### src/rtl/fetch_unit.sv
// Instruction fetch stage: drives the program ROM address, issues one instruction per cycle
// into ir with a valid/ready handshake, folds unconditional jumps (opcode 4'b1000) in fetch,
// and parks in a halted state on a self-jump until execute redirects it.
module fetch_unit #(
  parameter int unsigned ADDR_W = 4,
  parameter int unsigned INST_W = 16,
  parameter int unsigned CNT_W  = 8
) (
  input  logic              clk,
  input  logic              rst_n,
  input  logic              run,
  output logic [ADDR_W-1:0] rom_address,
  input  logic [INST_W-1:0] rom_instruction,
  output logic [INST_W-1:0] ir,
  output logic [ADDR_W-1:0] ir_pc,
  output logic              ir_valid,
  input  logic              ir_ready,
  input  logic              redirect_valid,
  input  logic [ADDR_W-1:0] redirect_target,
  output logic              halted,
  output logic [CNT_W-1:0]  fetch_count
);

  typedef enum logic [1:0] {StIdle, StRun, StHalt} state_e;

  state_e              state_q, state_d;
  logic [ADDR_W-1:0]   pc_q, pc_d;
  logic [INST_W-1:0]   ir_q, ir_d;
  logic [ADDR_W-1:0]   ir_pc_q, ir_pc_d;
  logic                ir_valid_q, ir_valid_d;
  logic                halted_q, halted_d;
  logic [CNT_W-1:0]    cnt_q, cnt_d;

  logic                advance;
  logic                is_jmp;
  logic [ADDR_W-1:0]   jmp_target;

  assign advance    = !ir_valid_q || ir_ready;
  assign is_jmp     = (rom_instruction[15:12] == 4'b1000);
  assign jmp_target = ADDR_W'(rom_instruction[11:8]);

  // Next-state: redirect beats stall, advance and folded jump; jumps never reach ir.
  always_comb begin
    state_d    = state_q;
    pc_d       = pc_q;
    ir_d       = ir_q;
    ir_pc_d    = ir_pc_q;
    ir_valid_d = ir_valid_q;
    halted_d   = halted_q;
    cnt_d      = cnt_q;
    unique case (state_q)
      StIdle: begin
        if (run) state_d = StRun;
      end
      StRun: begin
        if (redirect_valid) begin
          pc_d       = redirect_target;
          ir_valid_d = 1'b0;
          halted_d   = 1'b0;
        end else if (advance) begin
          if (is_jmp) begin
            pc_d       = jmp_target;
            ir_valid_d = 1'b0;
            if (jmp_target == pc_q) begin
              state_d  = StHalt;
              halted_d = 1'b1;
            end
          end else begin
            ir_d       = rom_instruction;
            ir_pc_d    = pc_q;
            ir_valid_d = 1'b1;
            pc_d       = pc_q + ADDR_W'(1);
            cnt_d      = cnt_q + CNT_W'(1);
          end
        end
      end
      StHalt: begin
        ir_valid_d = 1'b0;
        if (redirect_valid) begin
          pc_d     = redirect_target;
          state_d  = StRun;
          halted_d = 1'b0;
        end
      end
      default: state_d = StIdle;
    endcase
  end

  // State registers with asynchronous active-low reset.
  always_ff @(posedge clk or negedge rst_n) begin
    if (!rst_n) begin
      state_q    <= StIdle;
      pc_q       <= '0;
      ir_q       <= '0;
      ir_pc_q    <= '0;
      ir_valid_q <= 1'b0;
      halted_q   <= 1'b0;
      cnt_q      <= '0;
    end else begin
      state_q    <= state_d;
      pc_q       <= pc_d;
      ir_q       <= ir_d;
      ir_pc_q    <= ir_pc_d;
      ir_valid_q <= ir_valid_d;
      halted_q   <= halted_d;
      cnt_q      <= cnt_d;
    end
  end

  assign rom_address = pc_q;
  assign ir          = ir_q;
  assign ir_pc       = ir_pc_q;
  assign ir_valid    = ir_valid_q;
  assign halted      = halted_q;
  assign fetch_count = cnt_q;

endmodule

### config.mk
export PLATFORM = sky130hd
export DESIGN_NAME = fetch_unit
export DESIGN_NICKNAME = d
export VERILOG_FILES = /design/src/rtl/fetch_unit.sv
export SDC_FILE = /design/constraint.sdc
export NUM_CORES = 1
export LEC_CHECK = 0
export ABC_AREA = 1
export CORE_MARGIN = 2
export CORE_UTILIZATION = 34
export DETAILED_ROUTE_END_ITERATION = 8
export GPL_ROUTABILITY_DRIVEN = 0
export SLEW_MARGIN = 30
export SYNTH_ARGS = -nofsm -noshare
export SYNTH_HDL_FRONTEND = slang
export SYNTH_SLANG_ARGS = --single-unit
### constraint.sdc
create_clock -name clk -period 1.2 [get_ports clk]
set_input_delay 0.12 -clock clk [delete_from_list [all_inputs] [get_ports clk]]
set_output_delay 0.12 -clock clk [all_outputs]
set_load 0.05 [all_outputs]
==> run_results.csv, run 1 <==
group,metric,value,unit
sta,hold_viol,0,
logic_synthesis,ys.flop_type,"dfrtp_1",
detailed_routing,ant_nets,0,
sta,setup_violations,30,
status,violations,"negative setup slack",
detailed_routing,via_count,1720,
run,drv_cap,0,
sta,tightest_slew,0.418,ns
logic_synthesis,synth_cell_type_count,23,
status,status,"finished, violations left",
logic_synthesis,ys_warn_count,0,
grt,grt_usage,15.5,%
logic_synthesis,yosysMostFrequentCell,"nand2_1",
cells_and_area,drive_gt1_share,46.5,%
setup_path,crit_top_cell,"nand2_1",
setup_path,crit_fanout,5,
setup_path,cpPeakStageDelay,0.43,ns
setup_path,worstPathRequired,1.42,ns
logic_synthesis,seq_area_frac_synth,49.0,%
sta,holdWs,0.300,ns
floorplanning,initial_utilization,35.5,%
power_and_ir_drop,p_seq_share,25.1,%
clock_tree,clk_latency,0.28,ns
detailed_routing,wl_per_cell,12.2,um
sta,report.final.slew_viol_count,0,
logic_synthesis,ys_top_cells_by_count,"83 x nand2_1, 36 x dfrtp_1, 17 x inv_1, 13 x nor2_1, 10 x o21ai_2",
floorplanning,core,5170,um2
setup_path,regToRegSetupSlack,-0.09,ns
power_and_ir_drop,p_comb_share,64.4,%
clock_tree,cts_buffer_depth,2,
setup_path,r2r_start,"state_q[1]",
setup_path,start_kind,"flip-flop",
placed_design,hpwl,3490,um
grt,antenna_found_initial,0,
cells_and_area,antenna_cells,0,
detailed_routing,drc,0,
setup_path,worstRegToRegCells,8,
cells_and_area,fillers,405,
cells_and_area,areaGrowthSynthToFinish,79.9,%
logic_synthesis,async_flop_share,100,%
sta,grt_setup_unrepaired,"true",
clock_tree,numCtsBuffers,5,
grt,grt-ovfl-total,0,
min_path,hold_path_class,"input pin to async pin",
logic_synthesis,synth_top_area_share,49.0,%
placed_design,port_buffers,58,
grt,grt_max_degree,23,
floorplanning,rows,26,
setup_path,slowest_stage,"dfrtp_1",
setup_path,r2r-end,"rom_address[2]",
sta,period_share,107,%
sta,period_minus_slack,1.29,ns
clock_tree,ctsHtreeMaxLevel,2,
power_and_ir_drop,p_sw_share,45.1,%
detailed_routing,vias_per_cell,4.48,
detailed_routing,firstDrtPassIters,4,
setup_path,crit_start,"state_q[1]",
logic_synthesis,syn-num-nets,244,
setup_path,critPathCaptureType,"flip-flop",
setup_path,path_class,"flip-flop to flip-flop",
detailed_routing,drt-total-wl,4670,um
cells_and_area,layout.nets,340,
clock_tree,clockRootBuffer,"clkbuf_8",
floorplanning,die_y,77.5,um
logic_synthesis,synthTopCellsByArea,"dfrtp_1 49%, nand2_1 17%, o21ai_2 4.8%",
setup_path,crit_arrival,1.51,ns
setup_path,crit_chain,"nand2_1 > inv_2 > nor2_4 > buf_4 > nor2_1 > nor2_1 > nand2_1 > nand2_1",
clock_tree,cts_tree,"yes",
grt,grt_pass1_wl,7330,um
floorplanning,die_area,6010,um2
logic_synthesis,synth_top_cell_by_area,"dfrtp_1",
power_and_ir_drop,max-vdd-ir-drop,0.00146,V
power_and_ir_drop,leakagePower,1.62,nW
logic_synthesis,synth_cells,217,
sta,fin_skew,0.00455,ns
logic_synthesis,synth_area_per_cell,8.46,um2
power_and_ir_drop,p_switching,4.55,mW
placed_design,dp_worst_setup_slack,-0.260,ns
clock_tree,clock_sinks,36,
clock_tree,clkTransAtPathRegs,0.08,ns
sta,max_freq,0.776,GHz
floorplanning,io_pins,59,
power_and_ir_drop,p_clk_share,10.5,%
grt,grt_pass1_vias,1559,
floorplanning,die_x,77.5,um
logic_synthesis,synth-edff-count,0,
logic_synthesis,synth-seq-cells,36,
sta,max_slew_margin,72.2,%
power_and_ir_drop,power.density,3050,nW/um2
detailed_routing,initialDrtViolationCount,59,
power_and_ir_drop,p_int,5.54,mW
sta,final.setup.worst_slack,-0.0884,ns
logic_synthesis,syn_area,1840,um2
==> how the worst max path moves through the flow <==
stage,end
after floorplan,rom_address[2]
after global placement,rom_address[0]
after detailed placement,fetch_count[5]
after CTS,fetch_count[4]
after global routing,rom_address[3]
final,rom_address[2]
==> sequential cells by signal, summed over array words and instances, names as in the netlist <==
name	flops
halted	1
state_q	2
fetch_count	8
ir_valid	1
ir	16
rom_address	4
ir_pc	4
==> cell usage in the layout, fill, tap and decap left out, types with 5 or more instances in the layout <==
cell,count
nand2_1,63
buf_12,36
buf_4,31
nand2_2,27
dfrtp_1,26
clkdlybuf4s50_1,23
inv_1,13
nor2_1,12
o21ai_2,10
dfrtp_2,10
inv_2,7
nand3_1,6
xor2_1,5
clkbuf_8,5
==> area by class of cell <==
type / count / area (um2) / area share [%]
Sequential cell: 36 / 913 / 27.6
Inverter: 22 / 87.6 / 2.65
Clock buffer: 5 / 68.8 / 2.08
Multi-Input combinational cell: 154 / 883 / 26.7
Timing Repair Buffer: 94 / 1220 / 37.0
Clock inverter: 3 / 42.5 / 1.29
Tap cell: 70 / 87.6 / 2.65
==> worst max-delay path: cells and delay by family, from the launching register on <==
kind	cells	cell delay, ns
buffers and inverters	2	0.22
flip-flops	1	0.43
AND/OR/NAND/NOR	6	0.57
==> metal layers <==
| layer | wire [um] | share of wire [%] | track usage (%) | up-vias |
|---|---|---|---|---|
| met4 | 45 | 0.96 | 4.29 | 0 |
| met2 | 2290 | 49 | 25.7 | 44 |
| met3 | 221 | 4.7 | 4.42 | 4 |
| met5 | 0 | 0 | 0 | - |
| met1 | 2110 | 45 | 19.7 | 805 |
| li1 | - | - | - | 867 |
==> stage by stage <==
step	TNS [ns]	power, mW	cells	utilization [%]	area, um2
final	-0.893	10.1	384	63.9	3300
after CTS	-0.838	9.97	381	62.6	3240
after global routing	-3.42	10.6	384	63.9	3300
after global placement	-6.77	8.65	368	59.0	3050
after floorplan	-0.466	5.55	217	-	1870
after detailed placement	-7.45	8.72	368	59.0	3050
==> power groups by stage <==
stage	logic, mW	registers, mW	clock network [mW]
floorplan	1.51	4.04	0
global placement	6.12	2.53	0
detailed placement	6.18	2.54	0
CTS	6.35	2.54	1.07
global route	6.85	2.61	1.12
finish	6.50	2.53	1.06
==> cell families after synthesis <==
logic type,share of synthesized area (%)
adders and majority gates,1.36
AOI/OAI and AO/OA,8.04
xor gates and xnor gates,4.29
DFF,49.0
and+or+nand+nor,29.7
buffers and inverters,7.56
==> repair_timing <==
item	in CTS	in global routing
endpoints found under the setup margin	35	37
buffers inserted	4	3
resized for setup	15	14
hold endpoints to repair	15	0
pin swaps	5	8
hold buffers	1	0
(Power assumes the default switching activity.)
==> run 2, diff against run 1 <==
--- a/config.mk
+++ b/config.mk
@@ -5,11 +5,11 @@
 export SDC_FILE = /design/constraint.sdc
 export NUM_CORES = 1
 export LEC_CHECK = 0
-export ABC_AREA = 1
 export CORE_MARGIN = 2
 export CORE_UTILIZATION = 34
 export DETAILED_ROUTE_END_ITERATION = 8
 export GPL_ROUTABILITY_DRIVEN = 0
+export PLACE_DENSITY = 0.65
 export SLEW_MARGIN = 30
 export SYNTH_ARGS = -nofsm -noshare
 export SYNTH_HDL_FRONTEND = slang
==> run_results.csv, run 2 <==
group,metric,value,unit
power_and_ir_drop,power.density,1950,nW/um2
logic_synthesis,synth_top_area_share,52.4,%
floorplanning,die_x,75.1,um
run,drv_cap,0,
logic_synthesis,ys_warn_count,0,
logic_synthesis,synth_top_cell_by_area,"dfrtp_1",
sta,setup_violations,38,
logic_synthesis,syn_area,1720,um2
floorplanning,initial_utilization,35.9,%
grt,antenna_found_initial,0,
sta,hold_viol,0,
logic_synthesis,synth-edff-count,0,
status,violations,"negative setup slack",
floorplanning,die_area,5640,um2
sta,holdWs,0.0991,ns
logic_synthesis,seq_area_frac_synth,52.4,%
sta,tightest_slew,0.392,ns
setup_path,crit_arrival,1.92,ns
detailed_routing,ant_nets,0,
logic_synthesis,synth_cells,139,
detailed_routing,vias_per_cell,4.86,
floorplanning,io_pins,59,
logic_synthesis,synth-seq-cells,36,
setup_path,crit_fanout,6,
placed_design,port_buffers,58,
sta,period_minus_slack,1.70,ns
detailed_routing,initialDrtViolationCount,80,
cells_and_area,final_area,3290,um2
detailed_routing,drc,0,
sta,max_slew_margin,73.9,%
placed_design,place_area,2940,um2
grt,grt-ovfl-total,0,
cells_and_area,areaGrowthSynthToFinish,91.7,%
logic_synthesis,synthTopCellsByArea,"dfrtp_1 52%, mux2_2 12%, xor2_1 3.6%",
clock_tree,clk_latency,0.30,ns
setup_path,start_kind,"flip-flop",
grt,grt_max_degree,17,
power_and_ir_drop,max-vdd-ir-drop,0.000974,V
sta,final.setup.worst_slack,-0.504,ns
power_and_ir_drop,leakagePower,1.44,nW
setup_path,worstPathRequired,1.41,ns
detailed_routing,firstDrtPassIters,5,
cells_and_area,layout.nets,270,
cells_and_area,drive_gt1_share,57.8,%
placed_design,hpwl,3480,um
setup_path,critPathCaptureType,"flip-flop",
cells_and_area,layout_commonest_cell,"buf_12",
sta,report.final.slew_viol_count,0,
logic_synthesis,ys_top_cells_by_count,"36 x dfrtp_1, 19 x mux2_2, 10 x nand2_1, 9 x nor2_1, 7 x xor2_1",
floorplanning,die_y,75.1,um
logic_synthesis,syn-num-nets,166,
clock_tree,numCtsBuffers,5,
cells_and_area,final_cell_mix,"34 x buf_12, 33 x buf_4, 31 x dfrtp_1",
status,status,"finished, violations left",
cells_and_area,antenna_cells,0,
clock_tree,clock_sinks,36,
logic_synthesis,synth_cell_type_count,32,
power_and_ir_drop,total_power,6.42,mW
cells_and_area,largest_reg_flops,16,
sta,max_freq,0.587,GHz
clock_tree,cts_buffer_depth,2,
sta,fin_setup_tns,-12.48,ns
placed_design,dp_worst_setup_slack,-0.829,ns
clock_tree,cts_tree,"yes",
detailed_routing,drt-total-wl,5110,um
clock_tree,clockRootBuffer,"clkbuf_8",
sta,grt_setup_unrepaired,"true",
min_path,hold_path_class,"input pin to flip-flop",
logic_synthesis,ys.flop_type,"dfrtp_1",
grt,grt_pass1_wl,8100,um
setup_path,path_class,"flip-flop to flip-flop",
logic_synthesis,async_flop_share,100,%
sta,period_share,142,%
clock_tree,ctsHtreeMaxLevel,2,
logic_synthesis,synth_area_per_cell,12.4,um2
logic_synthesis,yosysMostFrequentCell,"dfrtp_1",
sta,fin_skew,0.0102,ns
floorplanning,core,4790,um2
grt,grt_usage,19.5,%
grt,grt_pass1_vias,1679,
detailed_routing,via_count,1513,
clock_tree,clkTransAtPathRegs,0.07,ns
detailed_routing,wl_per_cell,16.4,um
floorplanning,rows,25,
==> run 2: where the power goes <==
| part | switching (mW) | internal, mW |
|---|---|---|
| Combinational | 1.73 | 1.77 |
| Sequential | 0.326 | 1.51 |
| Clock | 0.471 | 0.615 |
| Total | 2.53 | 3.90 |
==> run 2: cell families after synthesis <==
group,share of synthesized area (%)
and+or+nand+nor,14.9
AOI/OAI and AO/OA,7.43
xor gates and xnor gates,6.63
muxes,14.2
buffers and inverters,2.91
DFF,52.4
adders and majority gates,1.46
==> run 2: per-stage QoR <==
stage | cells | util (%)
floorplan | 139 | -
global placement | 289 | 61.4
detailed placement | 289 | 61.4
CTS | 309 | 68.2
global route | 311 | 68.8
finish | 311 | 68.8
==> run 2: area by class of cell <==
cell class              count  area (um2)
clock buffers               5        68.8
well taps                  67        83.8
repair buffers            103        1270
inverters                   2        7.51
flip-flops and latches     36         910
multi-input cells          95         906
fillers                   321        1490
clock inverters             3        42.5
==> run 2: worst max-delay path: stages, from the launching register on <==
cell,delay (ns)
dfrtp_1,0.39
nand2b_4,0.14
or4_4,0.51
buf_8,0.16
nor3_2,0.24
xor2_1,0.18
==> run 2: worst paths after layout <==
path | end | from | slack, ns | depth (start not counted)
worst max-delay path | fetch_count[5] | state_q[1] | -0.50 | 5
worst min-delay path | ir[15] | rom_instruction[15] | 0.1 | 2
worst max register to register | fetch_count[5] | state_q[1] | -0.50 | 5
worst min register to register | fetch_count[7] | fetch_count[7] | 0.53 | 1
max in group asynchronous | ir[15] | rst_n | 0.43 | 3
min in group asynchronous | state_q[0] | rst_n | 0.27 | 2
==> run 2: repair_timing <==
action / CTS / global route
hold endpoints to repair: 14 / 0
hold buffers: 1 / 0
setup buffers: 9 / 6
setup endpoints to repair: 37 / 39
gates resized for setup: 46 / 11
gates cloned: 2 / 0
pin swaps: 15 / 9
==> run 2: metal layers <==
layer,vias up,global-route usage (%),routed length (um)
li1,706,-,-
met4,0,7.74,107
met2,56,33.6,2720
met3,10,7.63,367
met1,741,21.6,1910
met5,-,0,0
==> run 3, diff against run 2 <==
--- a/config.mk
+++ b/config.mk
@@ -6,10 +6,10 @@
 export NUM_CORES = 1
 export LEC_CHECK = 0
 export CORE_MARGIN = 2
-export CORE_UTILIZATION = 34
+export CORE_UTILIZATION = 40
 export DETAILED_ROUTE_END_ITERATION = 8
 export GPL_ROUTABILITY_DRIVEN = 0
-export PLACE_DENSITY = 0.65
+export PLACE_DENSITY_LB_ADDON = 0.25
 export SLEW_MARGIN = 30
 export SYNTH_ARGS = -nofsm -noshare
 export SYNTH_HDL_FRONTEND = slang
==> run_results.csv, run 3 (synthesized netlist as in run 2, its figures left out) <==
group,metric,value,unit
floorplanning,die_x,69.5,um
detailed_routing,via_count,1577,
setup_path,worstPathRequired,1.39,ns
sta,hold_viol,0,
detailed_routing,vias_per_cell,5.38,
setup_path,crit_fanout,6,
sta,setup_violations,37,
detailed_routing,drc,0,
grt,antenna_found_initial,0,
power_and_ir_drop,p_seq_share,29.1,%
setup_path,path_class,"flip-flop to flip-flop",
power_and_ir_drop,p_switching,2.58,mW
detailed_routing,firstDrtPassIters,4,
detailed_routing,initialDrtViolationCount,124,
min_path,hold_path_class,"input pin to flip-flop",
clock_tree,cts_tree,"yes",
cells_and_area,multiInputGateArea,953,um2
sta,max_freq,0.608,GHz
sta,fin_skew,0.00951,ns
detailed_routing,ant_nets,0,
power_and_ir_drop,power.density,1910,nW/um2
power_and_ir_drop,p_clk_share,14.7,%
sta,period_share,137,%
power_and_ir_drop,p_comb_share,56.2,%
floorplanning,rows,23,
cells_and_area,final_area,3320,um2
setup_path,critPathCaptureType,"flip-flop",
floorplanning,die_area,4840,um2
clock_tree,clk_latency,0.30,ns
setup_path,crit_arrival,1.84,ns
floorplanning,die_y,69.5,um
floorplanning,core,4060,um2
cells_and_area,fillers,204,
power_and_ir_drop,leakagePower,1.48,nW
grt,grt_usage,22.3,%
clock_tree,clockRootBuffer,"clkbuf_8",
clock_tree,numCtsBuffers,5,
sta,holdWs,0.283,ns
sta,report.final.slew_viol_count,0,
cells_and_area,layout_commonest_cell,"buf_12",
sta,final.setup.worst_slack,-0.443,ns
cells_and_area,areaGrowthSynthToFinish,93.4,%
clock_tree,cts_buffer_depth,2,
cells_and_area,register_area,910,um2
power_and_ir_drop,p_sw_share,40.7,%
clock_tree,clock_sinks,36,
detailed_routing,drt-total-wl,5510,um
setup_path,start_kind,"flip-flop",
status,status,"finished, violations left",
cells_and_area,largest_reg_flops,16,
grt,grt_pass1_wl,8310,um
sta,grt_setup_unrepaired,"true",
cells_and_area,drive_gt1_share,56.0,%
grt,grt_max_degree,21,
grt,grt_pass1_vias,1669,
floorplanning,io_pins,59,
cells_and_area,layout.nets,269,
sta,tightest_slew,0.473,ns
power_and_ir_drop,total_power,6.35,mW
sta,period_minus_slack,1.64,ns
run,drv_cap,0,
power_and_ir_drop,max-vdd-ir-drop,0.000913,V
floorplanning,initial_utilization,42.3,%
placed_design,port_buffers,58,
detailed_routing,wl_per_cell,18.8,um
placed_design,place_area,2930,um2
cells_and_area,final_util,81.9,%
clock_tree,ctsHtreeMaxLevel,2,
status,violations,"negative setup slack",
grt,grt-ovfl-total,0,
sta,max_slew_margin,68.5,%
power_and_ir_drop,p_int,3.77,mW
cells_and_area,final_cell_mix,"34 x buf_12, 32 x buf_4, 31 x dfrtp_1",
placed_design,hpwl,3400,um
clock_tree,clkTransAtPathRegs,0.08,ns
cells_and_area,antenna_cells,0,
==> run 3: changes by cell type in the layout (fill, tap and decap cells not counted), sizes merged <==
cell / change
bufinv: -1
buf: -4
clkinv: -1
clkdlybuf4s15: +2
dlygate4sd2: +2
clkbuf: +1
==> run 3: area by class of cell <==
cell class                 count  share of cell area, %
timing repair buffer         102                   39.0
multi-input combinational     95                   28.7
sequential                    36                   27.4
clock buffer                   7                   2.60
tap                           50                   1.88
clock inverter                 1                  0.226
inverter                       2                  0.226
==> run 3: worst paths after layout <==
check | slack (ns) | to | cells after the start | startpoint
min | 0.28 | ir[15] | 2 | rom_instruction[15]
min in group asynchronous | 0.32 | rom_address[2] | 2 | rst_n
min reg2reg | 0.53 | fetch_count[7] | 1 | fetch_count[7]
max | -0.44 | ir[9] | 4 | state_q[1]
max in group asynchronous | 0.34 | fetch_count[1] | 3 | rst_n
max reg2reg | -0.44 | ir[9] | 4 | state_q[1]
==> run 3: through the flow <==
step | setup slack (ns) | std cells | TNS, ns
finish | -0.443 | 293 | -12.14
CTS | -0.405 | 287 | -12.28
detailed placement | -0.850 | 273 | -23.86
global route | -0.518 | 293 | -14.26
floorplan | -0.650 | 139 | -17.18
global placement | -0.775 | 273 | -22.36
==> run 3: metal layers <==
metal / up-vias / wire length [um] / track usage (%)
li1: 703 / - / -
met1: 784 / 1980 / 24.0
met2: 71 / 3060 / 39.5
met3: 19 / 323 / 7.27
met4: 0 / 152 / 9.80
met5: - / 0 / 0
==> run 3: repair_timing <==
item,CTS,global route
pin swaps,11,8
setup buffers,4,8
hold buffers,1,0
gates resized for setup,36,21
cloned,2,0
endpoints found under the setup margin,37,37
hold endpoints to repair,18,0
==> run 3: worst max-delay path, stage by stage, from the launching register on <==
cell and delay, ns:
dfrtp_1 0.39, nand2b_4 0.16, or4_4 0.52, buf_8 0.17, mux2_4 0.30
==> run 3: power by group through the flow <==
stage                     Sequential, mW  Combinational, mW  Clock, mW
after floorplan                     2.79              0.536          0
after global routing                1.89               3.71      0.996
after CTS                           1.84               3.50      0.934
final                               1.85               3.57      0.931
after detailed placement            1.86               3.36          0
after global placement              1.84               3.29          0
==> RTL change 1, RTL diff (settings of run 1) <==
`ADDR_W`: 4 -> 2.
--- a/src/rtl/fetch_unit.sv
+++ b/src/rtl/fetch_unit.sv
@@ -4,3 +4,3 @@
 module fetch_unit #(
-  parameter int unsigned ADDR_W = 4,
+  parameter int unsigned ADDR_W = 2,
   parameter int unsigned INST_W = 16,
Ports: changed (resized ir_pc, redirect_target and rom_address); port bits go from 59 to 53. No check against the original RTL was run, so the function may have changed too.
==> RTL change 1 against run 1 <==
- the flow still finishes with violations (negative setup slack)
- die area down 16%
- sequential cell count down 4
- via count down 17%
- design area down 14%
- worst setup slack better by 0.017 ns
- first-iteration DRC count down 32%
- utilization up 1.5 points
- global-route usage up 0.12 points
- sequential share of layout area up 1.1 points
- synthesized area down 17%
- power down 24%
- wire length down 20%
- largest cell class unchanged
==> RTL change 1: results (changes against run 1) <==
Run status
  – Status: finished with violations
  – Failing checks: negative setup slack

Route
  – Vias: 1428 (-17%)
  – Iter 0 DRT Violations: 40 (-32%)
  – Drt wl/cell: 11.66 um (-4.1%)

CTS
  – Root Buffer: clkbuf_8
  – Clock Path Buffers: 2 (unchanged)

GRT
  – First-pass GRT wire length: 6182 um (-16%)
  – Largest net degree at the start of global routing: 33 (+43%)
  – Initial antenna violation count: 0 (unchanged)
  – Overall routing resource usage: 15.58% (+0.12 points)

Placement
  – Final HPWL DP: 2713 um (-22%)
  – Buffers on Ports: 52 (-10%)

Timing
  – Setup ws final: -0.07112 ns (+0.01725 ns)
  – Slew headroom: 84.60% (+12 points)
  – Final Skew: 0.006800 ns (+0.002251 ns)
  – Final setup violation count: 23 (-23%)
  – Setup TNS: -0.8594 ns (+0.03391 ns)

Yosys
  – Synth cell types: 27 (+17%)
  – Top cells by area, synth: dfrtp_1 (53%), nand2_1 (21%), inv_1 (3.7%), o21ai_0 (3.0%), nand3_1 (2.6%)
  – Mapped Nets: 208 (-15%)
  – Synth warn: 0 (unchanged)
  – Post-synth ARST share: 100.0% (unchanged)
  – Seq/Total Area, Yosys: 52.72% (+3.7 points)
  – Commonest cells in the netlist: nand2_1 (85), dfrtp_1 (32), inv_1 (15)

Final layout
  – Share of cells above drive strength 1: 38.06% (-8.4 points)
  – Final nets: 291 (-14%)
  – Fill count: 371 (-8.4%)

Power
  – Leakage: 1.391 nW (-14%)
  – P_int: 4.363 mW (-21%)
  – Worst vdd ir: 1.269 mV (-13%)

Worst setup path
  – WP data arrival: 1.48 ns (-0.03 ns)
  – R2R cell count: 7 (-1)
  – Worst reg2reg endpoint: fetch_count[4]
  – Crit-path max FO: 8 (+3)
  – Crit path launch: state_q[1]
## RTL change 1: cell types whose count changed after synthesis, sizes merged, moves of 3 or more
cell / before / now
xnor2: 4 / 1
nor2: 18 / 11
nand2: 92 / 86
nand4: 4 / 1
o211ai: 3 / 0
dfrtp: 36 / 32
inv: 22 / 16
o21ai: 16 / 9
## RTL change 1: worst max-delay path, stage by stage (launching register included)
cell,delay [ns]
dfrtp_1,0.39
inv_2,0.09
nand2_4,0.06
nor2_4,0.10
nand3_4,0.17
buf_6,0.18
nor2_4,0.09
xor2_2,0.13
## RTL change 1: how the worst max path moves through the flow
stage / cells after the start / to / slack, ns
floorplan: 6 / fetch_count[6] / -0.07
global placement: 7 / ir[9] / -0.24
CTS: 7 / fetch_count[4] / -0.08
finish: 7 / fetch_count[4] / -0.07
detailed placement: 8 / halted / -0.26
global route: 7 / ir[13] / -0.15
## RTL change 1: final cells by class
class | count | share of cell area [%]
Tap cell | 52 | 2.301
Multi-Input combinational cell | 132 | 24.78
Sequential cell | 32 | 28.72
Clock buffer | 6 | 2.566
Timing Repair Buffer | 79 | 37.43
Clock inverter | 2 | 1.239
Inverter | 16 | 2.566
Timing Repair inverter | 1 | 0.3982
## RTL change 1: per-stage QoR
| step | area, um^2 | instances | hold WS (ns) | total power, mW | setup slack [ns] |
|---|---|---|---|---|---|
| 2_1_floorplan | 1551 | 184 | -0.1756 | 4.080 | -0.06949 |
| 3_3_place_gp | 2594 | 307 | 0.5076 | 6.461 | -0.2381 |
| 3_5_place_dp | 2594 | 307 | 0.5113 | 6.496 | -0.2616 |
| 4_1_cts | 2725 | 316 | 0.2049 | 7.564 | -0.07745 |
| 5_1_grt | 2828 | 320 | 0.2233 | 8.037 | -0.1465 |
| 6_report | 2828 | 320 | 0.1999 | 7.672 | -0.07112 |
## RTL change 1: timing repair
action                     CTS  global route
setup buffers                1             3
hold buffers                 0             0
setup endpoints to repair   25            31
gates resized for setup      5            23
cloned                       0             1
pin swaps                    2             5
## RTL change 1: cells by family after synthesis
family / Yosys count / share of synthesized area (%)
xor+xnor: 6 / 3.954
compound gates: 13 / 5.025
flops: 32 / 52.72
fa+ha+maj: 1 / 0.8236
simple gates: 112 / 31.63
buf+inv: 20 / 5.848
## RTL change 1: power by group through the flow
stage	sequential, mW	combinational [mW]	clock [mW]
floorplan	3.29	0.788	0
global placement	2.06	4.40	0
detailed placement	2.07	4.42	0
CTS	2.07	4.46	1.04
global route	2.13	4.82	1.09
finish	2.07	4.59	1.01
## RTL change 1: layer usage
layer,wire length (um),global-route usage (%),part of all wire (%),vias to the layer above
li1,-,-,-,732
met1,1636,19.58,44,659
met2,1867,25.44,50,35
met3,191,4.274,5.1,2
met4,36,6.289,0.96,0
met5,0,0,0,-
==> RTL change 2, RTL diff (flow settings as in run 1) <==
Without the edit above. Take the reset off `ir_q` and load it in a clocked block of its own.
--- a/src/rtl/fetch_unit.sv
+++ b/src/rtl/fetch_unit.sv
@@ -93,3 +93,2 @@
       pc_q       <= '0;
-      ir_q       <= '0;
       ir_pc_q    <= '0;
@@ -101,3 +100,2 @@
       pc_q       <= pc_d;
-      ir_q       <= ir_d;
       ir_pc_q    <= ir_pc_d;
@@ -107,2 +105,6 @@
     end
+  end
+
+  always_ff @(posedge clk) begin
+    ir_q <= ir_d;
   end
Behaviour: differs if rst_n is asserted again (counterexample within 4 cycles, from zero or initial values and one cycle with rst_n low); with rst_n held inactive, the same outputs for 10 cycles.
==> RTL change 2 against run 1 <==
- the flow still finishes with violations (negative setup slack)
- wire length is 16% lower
- synthesized area is 7.4% lower
- design area shrank 6.6%
- count of clock-buffer cells in the layout unchanged
- power down 28%
- worst setup slack got worse by 0.010 ns
- sequential cell count is the same
- critical path type unchanged
- largest cell class unchanged
==> RTL change 2: results (changes against run 1) <==
Route
  – Vias per cell: 4.292 (-4.2%)
  – Final wirelength: 3933 um (-16%)
  – Iter 0 DRT Violations: 47 (-20%)

Yosys
  – Post-synth ARST share: 55.56% (-44 points)
  – Commonest cells in the netlist: nand2_1 (54), dfrtp_1 (20), inv_1 (19)
  – Synth Area in Compound Gates: 5.666% (-2.4 points)
  – Number of synthesized flops with an enable pin: 16 (+16)
  – Mapped Nets: 205 (-16%)
  – Seq/Total Area, Yosys: 57.69% (+8.6 points)
  – Adder-Cell Fraction of Synth Area: 1.472% (+0.11 points)
  – Post-synthesis xor/xnor area fraction: 4.121% (-0.17 points)
  – Top cells by area, synth: dfrtp_1 (29%), edfxtp_1 (28%), nand2_1 (12%), inv_1 (4.2%), nor2_4 (3.3%)
  – Post-synthesis mux area share: 0% (unchanged)
  – Synth cell types: 24 (+4.3%)

GRT
  – First-pass GRT wire length: 6658 um (-9.1%)
  – M2 GR Usage: 25.86% (+0.21 points)
  – Met1 GRT Util: 21.15% (+1.4 points)
  – Vias in the first global route: 1452 (-6.9%)
  – Largest net degree at the start of global routing: 21 (-8.7%)
  – GR Util met3: 4.819% (+0.40 points)
  – Initial antenna violation count: 0 (unchanged)
  – Overall routing resource usage: 16.00% (+0.54 points)

Power
  – NetSw: 3.152 mW (-31%)
  – PD cells: 2370 nW/um^2 (-22%)
  – Comb group: 4.35 mW (-33%)
  – Clk pwr share: 11.6% (+1.1 points)
  – Leakage: 1.412 nW (-13%)
  – Worst vdd ir: 1.892 mV (+30%)

Final layout
  – Final nets: 298 (-12%)
  – Share of cells above drive strength 1: 44.12% (-2.4 points)

Worst setup path
  – Crit-path max FO: 7 (+2)
  – Critical path's top delay family: simple AND/OR/NAND/NOR gates
  – WP data arrival: 1.48 ns (-0.03 ns)

Timing
  – Final setup violation count: 32 (+6.7%)
  – Worst slew pin tran: 0.2728 ns (-0.1449 ns)
  – Final Skew: 0.007092 ns (+0.002543 ns)
  – Setup ws final: -0.09860 ns (-0.01024 ns)

Placement
  – DP Area: 2932 um^2 (-3.9%)
  – Final HPWL DP: 2949 um (-15%)

Run status
  – Failing checks: negative setup slack
  – Status: finished with violations

CTS
  – Hold buffer count at CTS: 0 (-1)
-- RTL change 2: changes by cell type in the layout (fill, tap and decap cells not counted), moves of 3 or more --
cell      change
nand2_2      -19
dfrtp_1      -16
edfxtp_1     +16
nand2_1      -14
o21ai_2       -7
nor2_2        +5
nor2_1        -4
buf_4         -3
o21ai_0       +3
-- RTL change 2: final cells by class --
cell class	instances	area, um^2
fillers	387	1700
repair buffers	86	1131
flip-flops and latches	36	993.5
multi-input cells	117	670.6
inverters	24	110.1
well taps	67	83.83
clock buffers	5	68.82
clock inverters	3	18.77
repair inverters	1	8.758
-- RTL change 2: per-layer routing --
metal,wire (um),vias to the layer above
met5,0,-
met4,46,0
met3,233,6
met2,1886,42
met1,1766,649
li1,-,758
-- RTL change 2: per-stage QoR --
stage                     instances  setup TNS, ns  setup slack (ns)
after global placement          329         -9.864           -0.3492
after detailed placement        329         -10.53           -0.3756
after floorplan                 178         -1.704          -0.07246
final                           339         -2.193          -0.09860
after global routing            339         -4.335           -0.1874
after CTS                       338         -2.821           -0.1190
-- RTL change 2: what timing repair did --
| item | 4_1_cts | 5_1_grt |
|---|---|---|
| resized for setup | 4 | 11 |
| cloned | 1 | 0 |
| pin swaps | 2 | 5 |
| setup buffers | 0 | 1 |
| endpoints found under the setup margin | 36 | 36 |
-- RTL change 2: worst paths after layout --
check	cells after the start	end	slack, ns	start
min	2	fetch_count[3]	0.17	rst_n
max in group asynchronous	2	rom_address[0]	0.79	rst_n
max	6	fetch_count[0]	-0.1	state_q[1]
min reg2reg	2	halted	0.54	halted
min in group clk	1	ir[3]	0.38	rom_instruction[3]
max reg2reg	6	fetch_count[0]	-0.1	state_q[1]
